`src/rtl/pot_scan_ctrl_pkg.sv`:
```
// Shared types and constants for the equalizer pot scanner: FSM states, slot
// order and the slot-to-A2D-channel map.
package eq_pkg;

  typedef enum logic [1:0] {
    IDLE  = 2'd0,
    START = 2'd1,
    WAIT  = 2'd2,
    GAP   = 2'd3
  } state_e;

  typedef enum logic [2:0] {
    SLOT_LP  = 3'd0,
    SLOT_B1  = 3'd1,
    SLOT_B2  = 3'd2,
    SLOT_B3  = 3'd3,
    SLOT_HP  = 3'd4,
    SLOT_VOL = 3'd5
  } slot_e;

  localparam int NUM_POTS = 6;

  // A2D channel wired to each pot, indexed by slot.
  localparam logic [2:0] CHNL_MAP [NUM_POTS] = '{3'd1, 3'd0, 3'd4, 3'd2, 3'd3, 3'd7};

  function automatic slot_e next_slot(slot_e s);
    return (s == SLOT_VOL) ? SLOT_LP : slot_e'(s + 3'd1);
  endfunction

  function automatic logic [2:0] chnl_of(slot_e s);
    return (s > SLOT_VOL) ? CHNL_MAP[0] : CHNL_MAP[int'(s)];
  endfunction

endpackage

```
`src/rtl/pot_scan_ctrl_if.sv`:
```
// A2D conversion handshake: strt_cnv/chnnl request, cnv_cmplt/res completion.
// strt_cnv is a one-cycle request; res is only meaningful while cnv_cmplt=1.
interface pot_scan_ctrl_if;
  logic        strt_cnv;
  logic [2:0]  chnnl;
  logic        cnv_cmplt;
  logic [11:0] res;

  modport master (output strt_cnv, output chnnl, input cnv_cmplt, input res);
  modport slave  (input strt_cnv, input chnnl, output cnv_cmplt, output res);
endinterface

```
`src/rtl/pot_scan_ctrl.sv`:
```
// Round-robin owner of the shared A2D: converts the six pot channels in turn,
// latches each result into its pot register and flags conversion timeouts.
module pot_scan_ctrl
  import eq_pkg::*;
#(
  parameter int SETTLE_CYCLES  = 64,
  parameter int TIMEOUT_CYCLES = 1024
) (
  input  logic              clk,
  input  logic              rst_n,
  input  logic              scan_en,
  input  logic              clr_err,
  pot_scan_ctrl_if.master   a2d,
  output logic [11:0]       LP_pot,
  output logic [11:0]       B1_pot,
  output logic [11:0]       B2_pot,
  output logic [11:0]       B3_pot,
  output logic [11:0]       HP_pot,
  output logic [11:0]       VOL_pot,
  output logic              scan_done,
  output logic              err_flag,
  output state_e            dbg_state_o
);

  localparam int CNT_MAX = (SETTLE_CYCLES > TIMEOUT_CYCLES) ? SETTLE_CYCLES : TIMEOUT_CYCLES;
  localparam int CNT_W   = (CNT_MAX > 1) ? $clog2(CNT_MAX) : 1;
  localparam logic [CNT_W-1:0] SETTLE_LAST  = CNT_W'(SETTLE_CYCLES - 1);
  localparam logic [CNT_W-1:0] TIMEOUT_LAST = CNT_W'(TIMEOUT_CYCLES - 1);

  state_e            state_q, state_d;
  slot_e             slot_q, slot_d;
  logic [CNT_W-1:0]  cnt_q, cnt_d;
  logic [2:0]        chnl_q;
  logic              err_q, err_d;
  logic [11:0]       pot_q [NUM_POTS];
  logic              capture;
  logic              strt;
  logic              done;

  always_ff @(posedge clk or negedge rst_n) begin
    if (!rst_n) begin
      state_q <= IDLE;
      slot_q  <= SLOT_LP;
      cnt_q   <= '0;
      chnl_q  <= CHNL_MAP[0];
      err_q   <= 1'b0;
    end else begin
      state_q <= state_d;
      slot_q  <= slot_d;
      cnt_q   <= cnt_d;
      chnl_q  <= chnl_of(slot_d);
      err_q   <= err_d;
    end
  end

  // One shared counter: conversion timeout in WAIT, settling time in GAP.
  always_comb begin
    state_d = state_q;
    slot_d  = slot_q;
    cnt_d   = cnt_q;
    err_d   = err_q;
    capture = 1'b0;
    strt    = 1'b0;
    done    = 1'b0;
    if (clr_err) err_d = 1'b0;
    unique case (state_q)
      IDLE: begin
        if (scan_en) state_d = START;
      end
      START: begin
        strt    = 1'b1;
        cnt_d   = '0;
        state_d = WAIT;
      end
      WAIT: begin
        cnt_d = cnt_q + 1'b1;
        if (a2d.cnv_cmplt) begin
          capture = 1'b1;
          cnt_d   = '0;
          state_d = GAP;
        end else if (cnt_q == TIMEOUT_LAST) begin
          err_d   = 1'b1;
          cnt_d   = '0;
          state_d = GAP;
        end
      end
      GAP: begin
        cnt_d = cnt_q + 1'b1;
        if (cnt_q == SETTLE_LAST) begin
          slot_d  = next_slot(slot_q);
          done    = (slot_q == SLOT_VOL);
          cnt_d   = '0;
          state_d = scan_en ? START : IDLE;
        end
      end
      default: state_d = IDLE;
    endcase
  end

  // Pot bank: only the register of the slot under conversion is written.
  always_ff @(posedge clk or negedge rst_n) begin
    if (!rst_n) begin
      for (int i = 0; i < NUM_POTS; i++) pot_q[i] <= 12'h000;
    end else begin
      for (int i = 0; i < NUM_POTS; i++) begin
        if (capture && (int'(slot_q) == i)) pot_q[i] <= a2d.res;
      end
    end
  end

  assign a2d.strt_cnv = strt;
  assign a2d.chnnl    = chnl_q;
  assign scan_done    = done;
  assign err_flag     = err_q;
  assign dbg_state_o  = state_q;

  assign LP_pot  = pot_q[SLOT_LP];
  assign B1_pot  = pot_q[SLOT_B1];
  assign B2_pot  = pot_q[SLOT_B2];
  assign B3_pot  = pot_q[SLOT_B3];
  assign HP_pot  = pot_q[SLOT_HP];
  assign VOL_pot = pot_q[SLOT_VOL];

endmodule
```
`src/flat_wrapper.sv`:
```
// flat-port wrapper written by rule: the top's interface ports become plain ports
module pot_scan_ctrl_flat import eq_pkg::*;
#(
  parameter int SETTLE_CYCLES  = 64,
  parameter int TIMEOUT_CYCLES = 1024
)
  (clk, rst_n, scan_en, clr_err, LP_pot, B1_pot, B2_pot, B3_pot, HP_pot, VOL_pot, scan_done, err_flag, dbg_state_o, a2d_strt_cnv, a2d_chnnl, a2d_cnv_cmplt, a2d_res);
  pot_scan_ctrl_if a2d_i ();
  input  logic clk;
  input  logic rst_n;
  input  logic scan_en;
  input  logic clr_err;
  output logic [11:0] LP_pot;
  output logic [11:0] B1_pot;
  output logic [11:0] B2_pot;
  output logic [11:0] B3_pot;
  output logic [11:0] HP_pot;
  output logic [11:0] VOL_pot;
  output logic scan_done;
  output logic err_flag;
  output state_e dbg_state_o;
  output wire logic [$bits(a2d_i.strt_cnv)-1:0] a2d_strt_cnv;
  output wire logic [$bits(a2d_i.chnnl)-1:0] a2d_chnnl;
  input wire logic [$bits(a2d_i.cnv_cmplt)-1:0] a2d_cnv_cmplt;
  input wire logic [$bits(a2d_i.res)-1:0] a2d_res;
  assign a2d_strt_cnv = a2d_i.strt_cnv;
  assign a2d_chnnl = a2d_i.chnnl;
  assign a2d_i.cnv_cmplt = a2d_cnv_cmplt;
  assign a2d_i.res = a2d_res;
  pot_scan_ctrl #(.SETTLE_CYCLES(SETTLE_CYCLES), .TIMEOUT_CYCLES(TIMEOUT_CYCLES)) u_core (.clk(clk), .rst_n(rst_n), .scan_en(scan_en), .clr_err(clr_err), .a2d(a2d_i), .LP_pot(LP_pot), .B1_pot(B1_pot), .B2_pot(B2_pot), .B3_pot(B3_pot), .HP_pot(HP_pot), .VOL_pot(VOL_pot), .scan_done(scan_done), .err_flag(err_flag), .dbg_state_o(dbg_state_o));
endmodule
```
`config.mk`:
```
export PLATFORM = sky130hd
export DESIGN_NAME = pot_scan_ctrl_flat
export DESIGN_NICKNAME = d
export VERILOG_FILES = /design/src/rtl/pot_scan_ctrl_pkg.sv /design/src/rtl/pot_scan_ctrl_if.sv /design/src/rtl/pot_scan_ctrl.sv /design/src/flat_wrapper.sv
export SDC_FILE = /design/constraint.sdc
export NUM_CORES = 1
export LEC_CHECK = 0
export ABC_CLOCK_PERIOD_IN_PS = 4200
export CAP_MARGIN = 40
export CELL_PAD_IN_SITES_DETAIL_PLACEMENT = 0
export CELL_PAD_IN_SITES_GLOBAL_PLACEMENT = 1
export CORE_MARGIN = 10
export CORE_UTILIZATION = 44
export CTS_BUF_LIST = sky130_fd_sc_hd__clkbuf_8
export DETAILED_ROUTE_END_ITERATION = 12
export PLACE_DENSITY = 0.95
export SETUP_SLACK_MARGIN = 0.02
export SYNTH_ARGS = -nofsm -noshare
export SYNTH_HDL_FRONTEND = slang
export SYNTH_SLANG_ARGS = --single-unit
export TNS_END_PERCENT = 30
```
`constraint.sdc`:
```
create_clock -name clk -period 4.2 [get_ports clk]
set_input_delay 1.26 -clock clk [delete_from_list [all_inputs] [get_ports clk]]
set_output_delay 1.26 -clock clk [all_outputs]
set_load 0.01 [all_outputs]
```
# Word-level counts from Yosys, hierarchy flattened
# Memory sizes are Yosys's and may differ from the RTL's.
# Index checks and enable logic that the tools add are counted.
op_classes:
  mux: 25
  div_mod_pow: 0
  magnitude_cmp: 2
  add_sub_neg: 2
  shift: 0
  n_eq_ne: 14
  bitwise: 1
  multipliers: 0
  n_reduce_logical: 10
op_table:
  columns: ["cell", "n"]
  rows:
  - ["$ge 32x4->1 const B", 1]
  - ["$not 3->32", 1]
  - ["$mux 10", 3]
  - ["$pmux 10 s3", 1]
  - ["$mux 3", 6]
  - ["$eq 3x3->1 const B", 5]
  - ["$add 10x1->10 const B", 1]
  - ["$eq 10x10->1 const B", 1]
  - ["$eq 10x6->1 const B", 1]
  - ["$mux 1", 10]
  - ["$mux 2", 4]
  - ["$pmux 2 s4", 1]
  - ["$logic_and 1x1->1", 6]
  - ["$eq 2x2->1 const B", 2]
  - ["$add 3x1->3 const B", 1]
  - ["$eq 3x2->1 const B", 1]
  - ["$gt 3x3->1 const B", 1]
  - ["$logic_not 3->1", 1]
  - ["$ne 3x2->1 const B", 1]
  - ["$reduce_and 3->1", 1]
  - ["$reduce_bool 3->1", 1]
  - ["$eq 2x1->1 const B", 1]
  - ["$logic_not 2->1", 1]
  - ["$ne 2x1->1 const B", 1]
  - ["$ne 2x2->1 const B", 1]
totals:
  latch_bits: 0
  out_inout_bits: 80
  rom_bits: 24
  ramBits: 0
  in_bits: 17
  word_cells: 66
  mem_count: 1
  register_bits: 91
memory_table:
  columns: ["name", "depth", "width", "read_ports", "rd_clocked_by_memory_dff", "write_ports", "line", "text"]
  rows:
  - ["(name not given)", 8, 3, 1, 0, 0, "pot_scan_ctrl_pkg.sv:31", "return (s > SLOT_VOL) ? CHNL_MAP[0] : CHNL_MAP[int'(s)];"]

# Longest topological paths before layout
# Gate-level depths: netlist of the first run.
depth:
  word_depth: 9
  depth_mapped: 8
  ltp_nobuf: 7

# Worst setup path before layout of the first run
# No wires, ideal clock.
synth_path:
  path_type: "register to output"
  from: "reg u_core.cnt_q[0]"
  to: "out scan_done"
  arrival_ns: 1.432
  stages_incl_launch_ff: 8
  setup_slack_ns: 1.508
  t_required_ns: 2.940
  path_buffers: 2
  cell_sequence: "dfrtp_1 > ha_1 > and4_1 > buf_4 > and4_1 > buf_6 > nand2_1 > nor2_1"
synth_via:
  elab_chain_len: 3
synth_lines:
  columns: ["item", "line", "text"]
  rows:
  - ["start: declaration", "pot_scan_ctrl.sv:32", "logic [CNT_W-1:0] cnt_q, cnt_d;"]
  - ["start signal: assignment", "pot_scan_ctrl.sv:50", "cnt_q <= cnt_d;"]
  - ["$eq 10x6->1", "pot_scan_ctrl.sv:89", "if (cnt_q == SETTLE_LAST) begin"]
  - ["$mux 1", "pot_scan_ctrl.sv:89", null]
  - ["$mux 1", "pot_scan_ctrl.sv:66", "unique case (state_q)"]
  - ["end: declaration", "flat_wrapper.sv:19", "output logic scan_done;"]
# Every way passes these cells.

# Final worst setup path of the first run
# Same ends and word-level chain as after synthesis.

==> metrics.md, run 1 <==
| Metric | Value |
|---|---|
| DP Cell Count | `484` |
| Tightest Hold Check Type | `register to register` |
| Clk root buf | `clkbuf_8` |
| Die area | `0.0130 mm^2` |
| Post-Syn Nets | `309` |
| Period utilization | `89.6%` |
| Synth warn | `0` |
| DR pass1 iterations | `4` |
| ANT nets after route | `0` |
| CP Class | `register to output pin` |
| Unrepaired setup endpoints after global routing | `false` |
| Post-Route Setup TNS | `0 ns` |
| CTS Sinks | `91` |
| Post-route insts no fill | `500` |
| Cells after synthesis | `285` |
| CTS Buffer Depth | `2` |
| Slew margin rel. | `43.0%` |
| Count of pins over their slew limit | `0` |
| Distinct cells, synth | `37` |
| Layout fillers | `719` |
| Req. time, crit path | `2.94 ns` |
| Fin Clk Skew | `0.0115 ns` |
| Detailed Route WL | `9.29 mm` |
| GRT Overall Usage | `14.3%` |
| GPL Wtd Cong | `0.813` |
| Routed vias | `2667` |
| DR DRC count | `0` |
| Net switching power | `0.000646 W` |
| WL per Instance | `18.6 um` |
| Sw Share | `30.7%` |
| CP endpoint kind | `output pin` |
| Leakage | `2.34 nW` |
| Vias per cell | `5.33` |
| Most frequent cell after synthesis | `dfrtp_1` |
| Highest clock rate | `266 MHz` |
| Yosys top cell area share | `58.1%` |
| Area taken by multi-input logic gates | `0.00150 mm^2` |
| Critical Path Fanout Max | `7` |
| Area grow syn2layout | `32.3%` |
| Hold-fix buffers, CTS | `0` |
| Die H | `114 um` |
| Max_cap viols | `0` |
| Comb pwr share | `26.3%` |
| Int Power | `0.00146 W` |
| Vias in the first global route | `2753` |
| Largest area contributor in the netlist | `dfrtp_1` |
| Tmin final | `3.76 ns` |
| Setup repair bufs after CTS | `0` |
| Max VDD drop | `0.000201 V` |
| CTS tree | `yes` |
| Top cells by count, synth | `dfrtp_1, mux2_2, nand2_1` |
| Hold Vio Cnt, Final | `0` |
| Cell Pwr Density | `410 mW/mm^2` |
| Reg clk slew, reported paths | `0.08 ns` |
| Reg power frac | `48.0%` |
| Final Net Count | `411` |
| Mean Syn Cell Area | `13.6 um^2` |
| #FFs+latches synth | `91` |
| PostCTS Resize Cnt | `0` |
| Post-Syn Area | `0.00387 mm^2` |
| Share of cells above drive strength 1 | `27.0%` |
| Status | `finished clean` |
| Top-level I/O count | `97` |
| Hpwl dp | `6.74 mm` |
| Cts bufs inserted | `9` |
| Ys flop type | `dfrtp_1` |
| Initial core utilization | `44.9%` |
| Async S/R FF share, synth | `100%` |
| Tot Pwr | `0.00210 W` |
| Synth area leaders | `dfrtp_1, mux2_2, ha_1` |
| EDFF count, synth | `0` |
| Largest net degree at the start of global routing | `69` |
| Drt initial violations | `68` |
| Seq/Total Area, Yosys | `58.8%` |
| Initial antenna violation count | `0` |
| Core footprint | `0.00864 mm^2` |
| PortBufs | `96` |
| Startpoint Class | `register` |
| Clk_lat worst skew | `0.36 ns` |
| Register area | `0.00228 mm^2` |
| First-pass GRT wire length | `14.9 mm` |
| Congestion Overflow GR | `0` |
| Clk pwr share | `25.7%` |
| Critical Path AT | `2.50 ns` |
| Setup violations, final | `0` |
| Slew @ Worst Pin | `0.853 ns` |
| Chip width | `114 um` |
| H-Tree Level Count | `3` |
| # rows | `34` |
| Diodes inserted | `0` |
power groups by stage:
stage	sequential (W)	clock [W]	combinational (W)
finish	0.00101	0.000541	0.000552
global route	0.00102	0.000587	0.000607
CTS	0.00101	0.000554	0.000562
detailed placement	0.00103	0	0.000562
global placement	0.00103	0	0.000544
floorplan	0.00105	0	0.000271
worst max-delay path: stages, from the launching register on:
cell	delay, ns
dfrtp_1	0.41
ha_1	0.22
and4_1	0.36
and4_1	0.42
nand2_1	0.09
nor2_1	0.11
clkdlybuf4s50_1	0.54
layer usage:
layer	track usage (%)	routed length, um	share of wire [%]
met2	22.1	4290	46
met1	17.1	3960	43
met5	0	0	0
met3	6.40	858	9.2
met4	5.85	188	2.0
worst paths after layout:
| check | start | endpoint | slack (ns) | cells past startpoint |
|---|---|---|---|---|
| worst max-delay path | u_core.cnt_q[0] | scan_done | 0.44 | 6 |
| worst min-delay path | u_core.LP_pot[0] | u_core.LP_pot[0] | 0.51 | 1 |
| worst max register to register | u_core.slot_q[0] | u_core.B3_pot[11] | 1.96 | 5 |
| worst min register to register | u_core.LP_pot[0] | u_core.LP_pot[0] | 0.51 | 1 |
| max in group asynchronous | rst_n | u_core.a2d.chnnl[0] | 2.43 | 2 |
| min in group asynchronous | rst_n | u_core.VOL_pot[6] | 0.98 | 1 |
registers in the layout, indices dropped and copies added, names as in the netlist:
signal	flops
u_core.B1_pot	12
u_core.B2_pot	12
u_core.B3_pot	12
u_core.HP_pot	12
u_core.LP_pot	12
u_core.VOL_pot	12
u_core.a2d.chnnl	3
u_core.cnt_q	10
u_core.dbg_state_o	2
u_core.err_flag	1
u_core.slot_q	3
placed cells by master, fill, tap and decap left out, types with 3 or more instances in the layout:
cell | Yosys | final
inv_1 | 7 | 8
o22ai_1 | 3 | 3
a31oi_1 | 4 | 4
clkdlybuf4s50_1 | 0 | 95
nand2_1 | 12 | 12
clkinvlp_4 | 0 | 3
o21ai_0 | 9 | 9
a22o_1 | 3 | 3
clkbuf_8 | 0 | 9
nand3_1 | 9 | 9
nor2_1 | 10 | 10
nor3_1 | 8 | 7
mux2_2 | 75 | 75
buf_4 | 4 | 7
a21oi_1 | 8 | 8
ha_1 | 7 | 7
nand2b_1 | 3 | 3
dfrtp_1 | 90 | 90
final cells by class:
cell class,instances,area share (%)
Clock buffer,9,2.42
Clock inverter,7,1.03
Inverter,8,0.586
Multi-Input combinational cell,175,29.3
Sequential cell,91,44.4
Tap cell,108,2.64
Timing Repair Buffer,102,19.6
through the flow:
step / cell area [um^2] / worst slack (ns) / utilization [%] / hold slack [ns]
after global routing: 5130 / 0.268 / 59.4 / 0.525
after CTS: 5130 / 0.422 / 59.4 / 0.519
after detailed placement: 4950 / 0.818 / 57.3 / 0.493
after global placement: 4950 / 0.890 / 57.3 / 0.489
after floorplan: 3870 / 1.51 / - / 0.482
final: 5130 / 0.436 / 59.4 / 0.513
cell families (layout without fill, tap and decap cells):
family | after synthesis | after routing | synth area share, %
AO/OA/AOI/OAI | 37 | 37 | 6.23
XOR/XNOR | 1 | 1 | 0.226
adder cells (fa/ha/maj) | 7 | 7 | 2.26
buffers and inverters | 19 | 126 | 2.55
flip-flops | 91 | 91 | 58.8
multiplexers | 76 | 76 | 22.1
AND/OR/NAND/NOR | 54 | 54 | 7.88
No activity file was read; power rests on OpenSTA's default activity.
==> inputs of run 2 (changes only) <==
Settings changed: CAP_MARGIN 40 to 20, CORE_UTILIZATION 44 to 30, PLACE_DENSITY 0.95 to 0.72, REMOVE_ABC_BUFFERS set to 1.
==> metrics.md, run 2 (synthesis results as in run 1) <==
| Metric | Value |
|---|---|
| Status | `finished clean` |
| Crit path depth | `6 (unchanged)` |
| Slew margin rel. | `58.8% (+16 points)` |
| Chip width | `134 um (+17%)` |
| Unrepaired setup endpoints after global routing | `false` |
| Cell Pwr Density | `401 mW/mm^2 (-2.2%)` |
| Reg clk slew, reported paths | `0.09 ns (about the same)` |
| WL per Instance | `17.8 um (-4.3%)` |
| Slowest stage cell on the critical path | `clkdlybuf4s50_1` |
| Area taken by multi-input logic gates | `0.00151 mm^2 (+0.17%)` |
| Die area | `0.0179 mm^2 (+38%)` |
| Diodes inserted | `0 (unchanged)` |
| Cts bufs inserted | `9 (unchanged)` |
| Post-Route Setup TNS | `0 ns (unchanged)` |
| Final Net Count | `413 (+0.49%)` |
| Max VDD drop | `0.000168 V (-16%)` |
| Critical Path AT | `2.53 ns (+0.03 ns)` |
| Buf/Inv on CP | `1 (unchanged)` |
| Detailed Route WL | `10.0 mm (+8.1%)` |
| Setup repair bufs after CTS | `0 (unchanged)` |
| Max_cap viols | `0 (unchanged)` |
| Top-level I/O count | `97 (unchanged)` |
| CP Class | `register to output pin` |
| Tmin final | `3.79 ns (+0.0225 ns)` |
| DR DRC count | `0 (unchanged)` |
| H-Tree Level Count | `3 (unchanged)` |
| Clk root buf | `clkbuf_8` |
| CTS tree | `yes` |
| Initial antenna violation count | `0 (unchanged)` |
| Layout fillers | `1257 (+75%)` |
| Period utilization | `90.1% (+0.54 points)` |
| Largest net degree at the start of global routing | `48 (-30%)` |
| Hpwl dp | `7.48 mm (+11%)` |
| Hold Vio Cnt, Final | `0 (unchanged)` |
| CP Cell Sequence | `ha_1 > and4_1 > and4_1 > nand2_1 > nor2_1 > clkdlybuf4s50_1` |
| Core footprint | `0.0126 mm^2 (+46%)` |
| Setup violations, final | `0 (unchanged)` |
| CP most frequent cell | `and4_1` |
| Vias in the first global route | `2819 (+2.4%)` |
| Worst setup margin | `0.414 ns (-0.0225 ns)` |
| Die H | `134 um (+17%)` |
| Slew @ Worst Pin | `0.619 ns (-0.234 ns)` |
| Count of pins over their slew limit | `0 (unchanged)` |
| Register area | `0.00228 mm^2 (unchanged)` |
| Hold-fix buffers, CTS | `0 (unchanged)` |
| Share of cells above drive strength 1 | `27.2% (+0.19 points)` |
| Post-route insts no fill | `565 (+13%)` |
| Min Hold Slack | `0.510 ns (-0.00371 ns)` |
| Most frequent cells in the layout | `clkdlybuf4s50_1, dfrtp_1, mux2_2` |
| Cell count of the worst hold path | `1 (unchanged)` |
| Congestion Overflow GR | `0 (unchanged)` |
| Critical Path Fanout Max | `7 (unchanged)` |
| ANT nets after route | `0 (unchanged)` |
| Cell family with most CP delay | `simple AND/OR/NAND/NOR gates` |
| Clk_lat worst skew | `0.37 ns (about the same)` |
| Routed vias | `2633 (-1.3%)` |
| Tot Pwr | `0.00209 W (-0.68%)` |
| Startpoint Class | `register` |
| Reg2Reg Depth | `6 (+1)` |
| PostCTS Resize Cnt | `0 (unchanged)` |
| GPL Wtd Cong | `0.742 (-8.7%)` |
| Initial core utilization | `30.7% (-14 points)` |
| Fin Clk Skew | `0.0161 ns (+0.00455 ns)` |
| CTS Sinks | `91 (unchanged)` |
| Area grow syn2layout | `34.3%` |
| Drt initial violations | `133 (+96%)` |
| First-pass GRT wire length | `16.3 mm (+9.0%)` |
| Req. time, crit path | `2.94 ns (about the same)` |
| Leakage | `2.35 nW (+0.54%)` |
| Vias per cell | `4.66 (-13%)` |
| Tightest Hold Check Type | `register to register` |
| Highest clock rate | `264 MHz (-0.60%)` |
| GRT Overall Usage | `11.5% (-2.8 points)` |
| PortBufs | `96 (unchanged)` |
| CP endpoint kind | `output pin` |
| CTS Buffer Depth | `2 (unchanged)` |
| DP Cell Count | `550 (+14%)` |
| Most common cell after layout, fill and taps aside | `clkdlybuf4s50_1` |
| DR pass1 iterations | `4 (unchanged)` |
| # rows | `41 (+21%)` |
| Setup WS pre-CTS | `0.816 ns (-0.00176 ns)` |
| CP peak stage delay | `0.56 ns (+0.02 ns)` |
## run 2: final cells by class
type	count	share of cell area, %
clock buffer	9	2.38
clock inverter	6	0.649
inverter	8	0.577
multi-input combinational	175	28.9
sequential	91	43.8
tap	172	4.13
timing repair buffer	104	19.6
## run 2: power breakdown
part / switching, W / total (W) / internal [W] / leakage (nW)
Combinational: 0.000276 / 0.000562 / 0.000286 / 1.03
Clock: 0.000310 / 0.000517 / 0.000208 / 0.0879
Sequential: 0.0000534 / 0.00101 / 0.000955 / 1.24
## run 2: worst paths after layout
path                                        from                  end  slack, ns
setup reg to reg           u_core.dbg_state_o[0]     u_core.HP_pot[0]       1.94
min in group asynchronous                  rst_n     u_core.B3_pot[2]       0.89
hold / removal                  u_core.HP_pot[7]     u_core.HP_pot[7]       0.51
max in group asynchronous                  rst_n  u_core.a2d.chnnl[0]       2.46
hold reg to reg                 u_core.HP_pot[7]     u_core.HP_pot[7]       0.51
setup / recovery                 u_core.cnt_q[0]            scan_done       0.41
## run 2: worst register-to-register path: cells and delay by family (launching register included)
family        cells  cell delay (ns)
simple gates      2             0.64
buf+inv           2             0.45
flops             1             0.43
mux               1             0.35
fa+ha+maj         1             0.29
## run 2: stage by stage
step                area [um^2]  util, %
floorplan                  3810        -
global placement           5050     40.0
detailed placement         5050     40.0
CTS                        5200     41.2
global route               5200     41.2
finish                     5200     41.2
## run 2: layer usage
layer / part of all wire (%) / global-route usage, % / wire length, um / up-vias
met5: 0 / 0 / 0 / -
met4: 2.0 / 5.44 / 197 / 0
met3: 5.8 / 3.50 / 578 / 13
met2: 47 / 17.9 / 4700 / 60
met1: 46 / 14.3 / 4570 / 1334
li1: - / - / - / 1226
